$ cat src/rtl/serial_to_parallel.sv
// serial_to_parallel: gathers serial signed samples into rows of LANES words for the row DCT.
//
// The first sample of a row lands in lane z0. There are two row registers: a fill register that
// collects samples and an output register that presents the finished row. Each side uses a
// valid/ready handshake. A row counter tracks the position inside an 8x8 block so that the last
// row can be tagged.
//
// Ports:
//   sys_clk, sys_rst_n      clock (rising edge), asynchronous active-low reset
//   pix_data/valid/sob      serial sample input; sob marks row 0, lane 0 of a block
//   pix_ready               sample accepted when pix_valid & pix_ready
//   DCT_data_i_z0..z7       registered parallel row (the lane ports assume LANES == 8)
//   row_valid/ready/last    output row handshake; last tags row LANES-1 of a block
//   sync_err                one-cycle pulse when sob arrives mid-row or mid-block
module serial_to_parallel #(
    parameter int unsigned DATA_W = 12,
    parameter int unsigned LANES  = 8
) (
    input  logic              sys_clk,
    input  logic              sys_rst_n,
    input  logic [DATA_W-1:0] pix_data,
    input  logic              pix_valid,
    input  logic              pix_sob,
    output logic              pix_ready,
    output logic [DATA_W-1:0] DCT_data_i_z0,
    output logic [DATA_W-1:0] DCT_data_i_z1,
    output logic [DATA_W-1:0] DCT_data_i_z2,
    output logic [DATA_W-1:0] DCT_data_i_z3,
    output logic [DATA_W-1:0] DCT_data_i_z4,
    output logic [DATA_W-1:0] DCT_data_i_z5,
    output logic [DATA_W-1:0] DCT_data_i_z6,
    output logic [DATA_W-1:0] DCT_data_i_z7,
    output logic              row_valid,
    input  logic              row_ready,
    output logic              row_last,
    output logic              sync_err
);

    localparam int unsigned     CntW    = (LANES > 1) ? $clog2(LANES) : 1;
    localparam logic [CntW-1:0] LastIdx = CntW'(LANES - 1);

    logic [LANES-1:0][DATA_W-1:0] fill_q, fill_d;
    logic [LANES-1:0][DATA_W-1:0] out_q, out_d;
    logic [CntW-1:0]              lane_cnt_q, lane_cnt_d;
    logic [CntW-1:0]              row_cnt_q, row_cnt_d;
    logic                         fill_full_q, fill_full_d;
    logic                         fill_last_q, fill_last_d;
    logic                         row_valid_q, row_valid_d;
    logic                         row_last_q, row_last_d;
    logic                         sync_err_q, sync_err_d;

    logic            accept;
    logic            drain;
    logic            out_free;
    logic            row_done;
    logic [CntW-1:0] wr_lane;
    logic [CntW-1:0] cur_row;

    always_comb begin
        accept   = pix_valid & ~fill_full_q;
        drain    = row_valid_q & row_ready;
        out_free = ~row_valid_q | drain;
        // sob restarts both the row and the block, discarding any partial row in fill.
        wr_lane  = pix_sob ? '0 : lane_cnt_q;
        cur_row  = pix_sob ? '0 : row_cnt_q;
        row_done = accept & (wr_lane == LastIdx);

        fill_d     = fill_q;
        lane_cnt_d = lane_cnt_q;
        row_cnt_d  = row_cnt_q;
        if (accept) begin
            fill_d[wr_lane] = pix_data;
            lane_cnt_d      = row_done ? '0 : wr_lane + 1'b1;
            row_cnt_d       = cur_row;
            if (row_done) begin
                row_cnt_d = (cur_row == LastIdx) ? '0 : cur_row + 1'b1;
            end
        end

        sync_err_d = accept & pix_sob & ((lane_cnt_q != '0) | (row_cnt_q != '0));

        out_d       = out_q;
        row_valid_d = row_valid_q;
        row_last_d  = row_last_q;
        fill_full_d = fill_full_q;
        fill_last_d = fill_last_q;
        if (fill_full_q) begin
            // Parked row moves over as soon as the consumer takes the current one.
            if (drain) begin
                out_d       = fill_q;
                row_last_d  = fill_last_q;
                fill_full_d = 1'b0;
            end
        end else if (row_done) begin
            if (out_free) begin
                // Load includes the sample being accepted on this edge.
                out_d       = fill_d;
                row_valid_d = 1'b1;
                row_last_d  = (cur_row == LastIdx);
            end else begin
                fill_full_d = 1'b1;
                fill_last_d = (cur_row == LastIdx);
            end
        end else if (drain) begin
            row_valid_d = 1'b0;
        end
    end

    always_ff @(posedge sys_clk or negedge sys_rst_n) begin
        if (!sys_rst_n) begin
            fill_q      <= '0;
            out_q       <= '0;
            lane_cnt_q  <= '0;
            row_cnt_q   <= '0;
            fill_full_q <= 1'b0;
            fill_last_q <= 1'b0;
            row_valid_q <= 1'b0;
            row_last_q  <= 1'b0;
            sync_err_q  <= 1'b0;
        end else begin
            fill_q      <= fill_d;
            out_q       <= out_d;
            lane_cnt_q  <= lane_cnt_d;
            row_cnt_q   <= row_cnt_d;
            fill_full_q <= fill_full_d;
            fill_last_q <= fill_last_d;
            row_valid_q <= row_valid_d;
            row_last_q  <= row_last_d;
            sync_err_q  <= sync_err_d;
        end
    end

    assign pix_ready     = ~fill_full_q;
    assign row_valid     = row_valid_q;
    assign row_last      = row_last_q;
    assign sync_err      = sync_err_q;
    assign DCT_data_i_z0 = out_q[0];
    assign DCT_data_i_z1 = out_q[1];
    assign DCT_data_i_z2 = out_q[2];
    assign DCT_data_i_z3 = out_q[3];
    assign DCT_data_i_z4 = out_q[4];
    assign DCT_data_i_z5 = out_q[5];
    assign DCT_data_i_z6 = out_q[6];
    assign DCT_data_i_z7 = out_q[7];

endmodule

$ cat config.mk
export PLATFORM = sky130hd
export DESIGN_NAME = serial_to_parallel
export DESIGN_NICKNAME = d
export VERILOG_FILES = /design/src/rtl/serial_to_parallel.sv
export SDC_FILE = /design/constraint.sdc
export NUM_CORES = 1
export LEC_CHECK = 0
export ABC_CLOCK_PERIOD_IN_PS = 3200
export CORE_MARGIN = 4
export CORE_UTILIZATION = 58
export DETAILED_ROUTE_END_ITERATION = 7
export PLACE_DENSITY_LB_ADDON = 0.12
export SLEW_MARGIN = 20
export SYNTH_ARGS = -nofsm -noshare
export SYNTH_HDL_FRONTEND = slang
export SYNTH_SLANG_ARGS = --single-unit
$ cat constraint.sdc
create_clock -name sys_clk -period 3.2 [get_ports sys_clk]
set_input_delay 0.64 -clock sys_clk [delete_from_list [all_inputs] [get_ports sys_clk]]
set_output_delay 0.64 -clock sys_clk [all_outputs]
set_load 0.05 [all_outputs]
==> impl_results.md <==
* GP Congestion at around 0.75
* Worst r2r src: lane_cnt_q[1]$_DFFE_PN0N_
* Post_cts resized at 0
* Slew HR at roughly three fifths
* Cell Rows at between 40 and 50
* Average wire per standard cell at ~20 µm
* Final Skew at 11.4 ps
* Initial Util at 59.9%
* Worst-Margin Slew at about 610 ps
* DR pass1 iterations at 4
* R2R depth at 5
* Worst setup EP type: output pin
* Clock Latency Late Sink at 470 ps
* Total track usage at a little over a fifth
* Nets at 674
* Clock sinks at 203
* Die width at roughly 130 µm
* Worst path arrival time at 1940 ps
* # setup viols final at 0
* Max Cap Viol at 0
* Vias at ~4600
* Synthesized net count at about 560
* YS warnings at 0
* Largest fanout on the critical path at 11
* WL final at 16500 µm
* Initial antenna violation count at 0
* Final Critical Period at between 2000 and 3000 ps
* Met2 wire length at 8070 µm
* DIE AREA at approximately 0.016 mm²
* Post-synthesis sequential area ratio at approximately 63%
* DRT iter0 DRCs at about 310
* Max VDD drop at approximately 630 µV
* Ant diodes at 0
* LEAKAGE at 0.00467 µW
* First-pass GRT wire length at between 20000 and 30000 µm
* Seq cells post-synth at about 200
* Worst EP required at 2560 ps
* Worst R2R Setup Slack at approximately 1100 ps
* Port Buffer Count at 116
* Slew Viols, Final at 0
* Max Buffers Root-to-Sink at 3
* Met3 Routed Length at 829 µm
* CORE AREA at between 0.01 and 0.015 mm²
* Register clock-pin slew on the reported worst setup and hold paths at about 60 ps
* Final core area utilization at between 70% and 80%
* Filler cells at ~860
* CP Launch Type: flip-flop
* Post-Syn Instances at 544
* Final hold violation count at 0
* Via density per instance at about 5.4
* Syn-to-layout area delta at 23.9%
* Period utilization at 80.5%
* Worst setup path category: flip-flop to output pin
* Achievable frequency at between 300 and 400 MHz
* Mapped cell area at 0.00803 mm²
* Worst flop-to-flop path endpoint: DCT_data_i_z2[4]$_DFFE_PN0P_
* Residual DRC at 0
* Status: finished, final reports clean
* Yosys cell types at 35
* CTS Hold Bufs at 0
* Post CTS Setup Buffer Count at 0
* Layout cells sized above 1 at 34.5%
* Die Ht at 126 µm
* Grt total ovfl at 0
* Final WS setup at around 620 ps
* Clock root buffer master: clkbuf_16
* Post-DP HPWL at between 10000 and 15000 µm
* Final ANT Viol Nets at 0
* DRT met1 WL at 7220 µm
* Sum Neg Setup Slack at 0 ps
* Pwr per Cell Area at 985 mW/mm²
* Largest net degree at the start of global routing at 87
* Hold Path Class: primary input to async pin
* Vias in the first global route at just under 5000
* Avg Cell Area, Syn at around 15 µm²
* Io pins at 117
* H-tree lvl count at 1
* Hold Worst Slack at about 140 ps
* Unrepaired setup endpoints after global routing: false
* Worst slack, placed at around 340 ps
* CTS tree: built
* Top Layer Used: met4
* Total CTS buffers at 21
-- synth_stat cells --
cell type / instances / area (µm²)
nor2_1: 4 / 15.0
nor3_1: 4 / 20.0
a21oi_1: 7 / 35.0
o21a_1: 1 / 7.51
buf_1: 2 / 7.51
o221a_2: 12 / 135
dfrtp_1: 203 / 5080
nor2_4: 1 / 11.3
or2_2: 12 / 75.1
nand2_2: 1 / 6.26
clkbuf_2: 1 / 5.00
mux2i_1: 13 / 130
o21ai_1: 1 / 5.00
ha_1: 2 / 25.0
nand3b_4: 1 / 20.0
nand3_4: 1 / 17.5
nor3b_2: 2 / 25.0
and2b_1: 3 / 22.5
and4_1: 1 / 8.76
nand2_1: 23 / 86.3
and2_1: 1 / 6.26
o21ai_0: 18 / 90.1
buf_6: 4 / 45.0
clkbuf_1: 14 / 52.6
and3b_2: 1 / 10.0
nor2b_1: 1 / 6.26
a31oi_1: 1 / 6.26
mux2_2: 150 / 1690
mux2_4: 9 / 135
nand3_1: 2 / 10.0
nand2b_1: 1 / 6.26
buf_4: 10 / 75.1
buf_2: 9 / 45.0
nand3b_1: 2 / 15.0
inv_1: 26 / 97.6
-- worst max path at each step --
stage | startpoint | depth (start not counted) | endpoint | slack, ps
finish | fill_full_q$_DFF_PN0_ | 2 | pix_ready | 620
global route | fill_full_q$_DFF_PN0_ | 2 | pix_ready | 570
CTS | fill_full_q$_DFF_PN0_ | 2 | pix_ready | 600
detailed placement | pix_sob | 6 | DCT_data_i_z2[4]$_DFFE_PN0P_ | 340
global placement | pix_sob | 6 | DCT_data_i_z2[4]$_DFFE_PN0P_ | 400
floorplan | fill_full_q$_DFF_PN0_ | 6 | DCT_data_i_z3[10]$_DFFE_PN0P_ | 1160
-- metrics by stage --
step / cells / total power, µW / cell area (µm²)
2_1_floorplan: 544 / 6380 / 8030
3_3_place_gp: 808 / 7530 / 9330
3_5_place_dp: 808 / 7660 / 9330
4_1_cts: 842 / 9890 / 9950
5_1_grt: 842 / 10300 / 9950
6_report: 842 / 9800 / 9950
-- sequential cells by signal, summed over array words and instances (netlist names) --
name,cells
row_last,1
sync_err,1
DCT_data_i_z1,12
DCT_data_i_z7,12
fill_q,96
DCT_data_i_z4,12
fill_last_q,1
fill_full_q,1
lane_cnt_q,3
row_valid,1
DCT_data_i_z2,12
DCT_data_i_z6,12
row_cnt_q,3
DCT_data_i_z0,12
DCT_data_i_z5,12
DCT_data_i_z3,12
-- logic make-up after synthesis --
family / after synthesis / share of synthesized area (%)
AO/OA/AOI/OAI: 40 / 3.48
buffers and inverters: 66 / 4.08
AND/OR/NAND/NOR: 61 / 4.50
multiplexers: 172 / 24.3
adder cells (fa/ha/maj): 2 / 0.312
flip-flops: 203 / 63.3
-- routing by layer --
layer | vias up | global-route usage, %
met5 | - | 0
met3 | 25 | 4.28
met4 | 0 | 5.80
met2 | 111 | 35.2
met1 | 2331 | 28.7
li1 | 2090 | -
-- layout make-up --
cell class / count / area [µm²] / share of cell area [%]
multi-input combinational: 275 / 2630 / 26.4
sequential: 203 / 5080 / 51.1
clock inverter: 1 / 8.76 / 0.0880
inverter: 26 / 97.6 / 0.981
tap: 176 / 220 / 2.21
clock buffer: 33 / 611 / 6.14
timing repair buffer: 128 / 1310 / 13.1
-- power by group --
part	internal (µW)	switching [µW]	leakage [µW]	total, µW
Sequential	3500	422	0.00261	3920
Combinational	1460	2230	0.00175	3680
Clock	1300	895	0.000301	2190
Total	6250	3540	0.00467	9800
-- worst max-delay path, stage by stage, from the launching register on --
cell	delay [ps]
dfrtp_1	520
inv_1	130
clkdlybuf4s50_1	810
-- placed cells by master (no fill, tap or decap), types with 2 or more instances in the layout --
cell type,instances
buf_12,4
a21oi_1,7
nor3b_2,2
buf_4,8
o221a_2,12
mux2i_1,13
clkbuf_8,5
and2b_1,3
clkdlybuf4s50_1,115
nor3_1,4
nand3b_1,2
nand3_1,2
nor2_1,4
clkbuf_16,21
ha_1,2
o21ai_0,18
mux2_2,150
dfrtp_1,203
nand2_1,23
or2_2,12
clkbuf_1,8
mux2_4,9
inv_1,26
No activity file was read; power rests on OpenSTA's default activity.
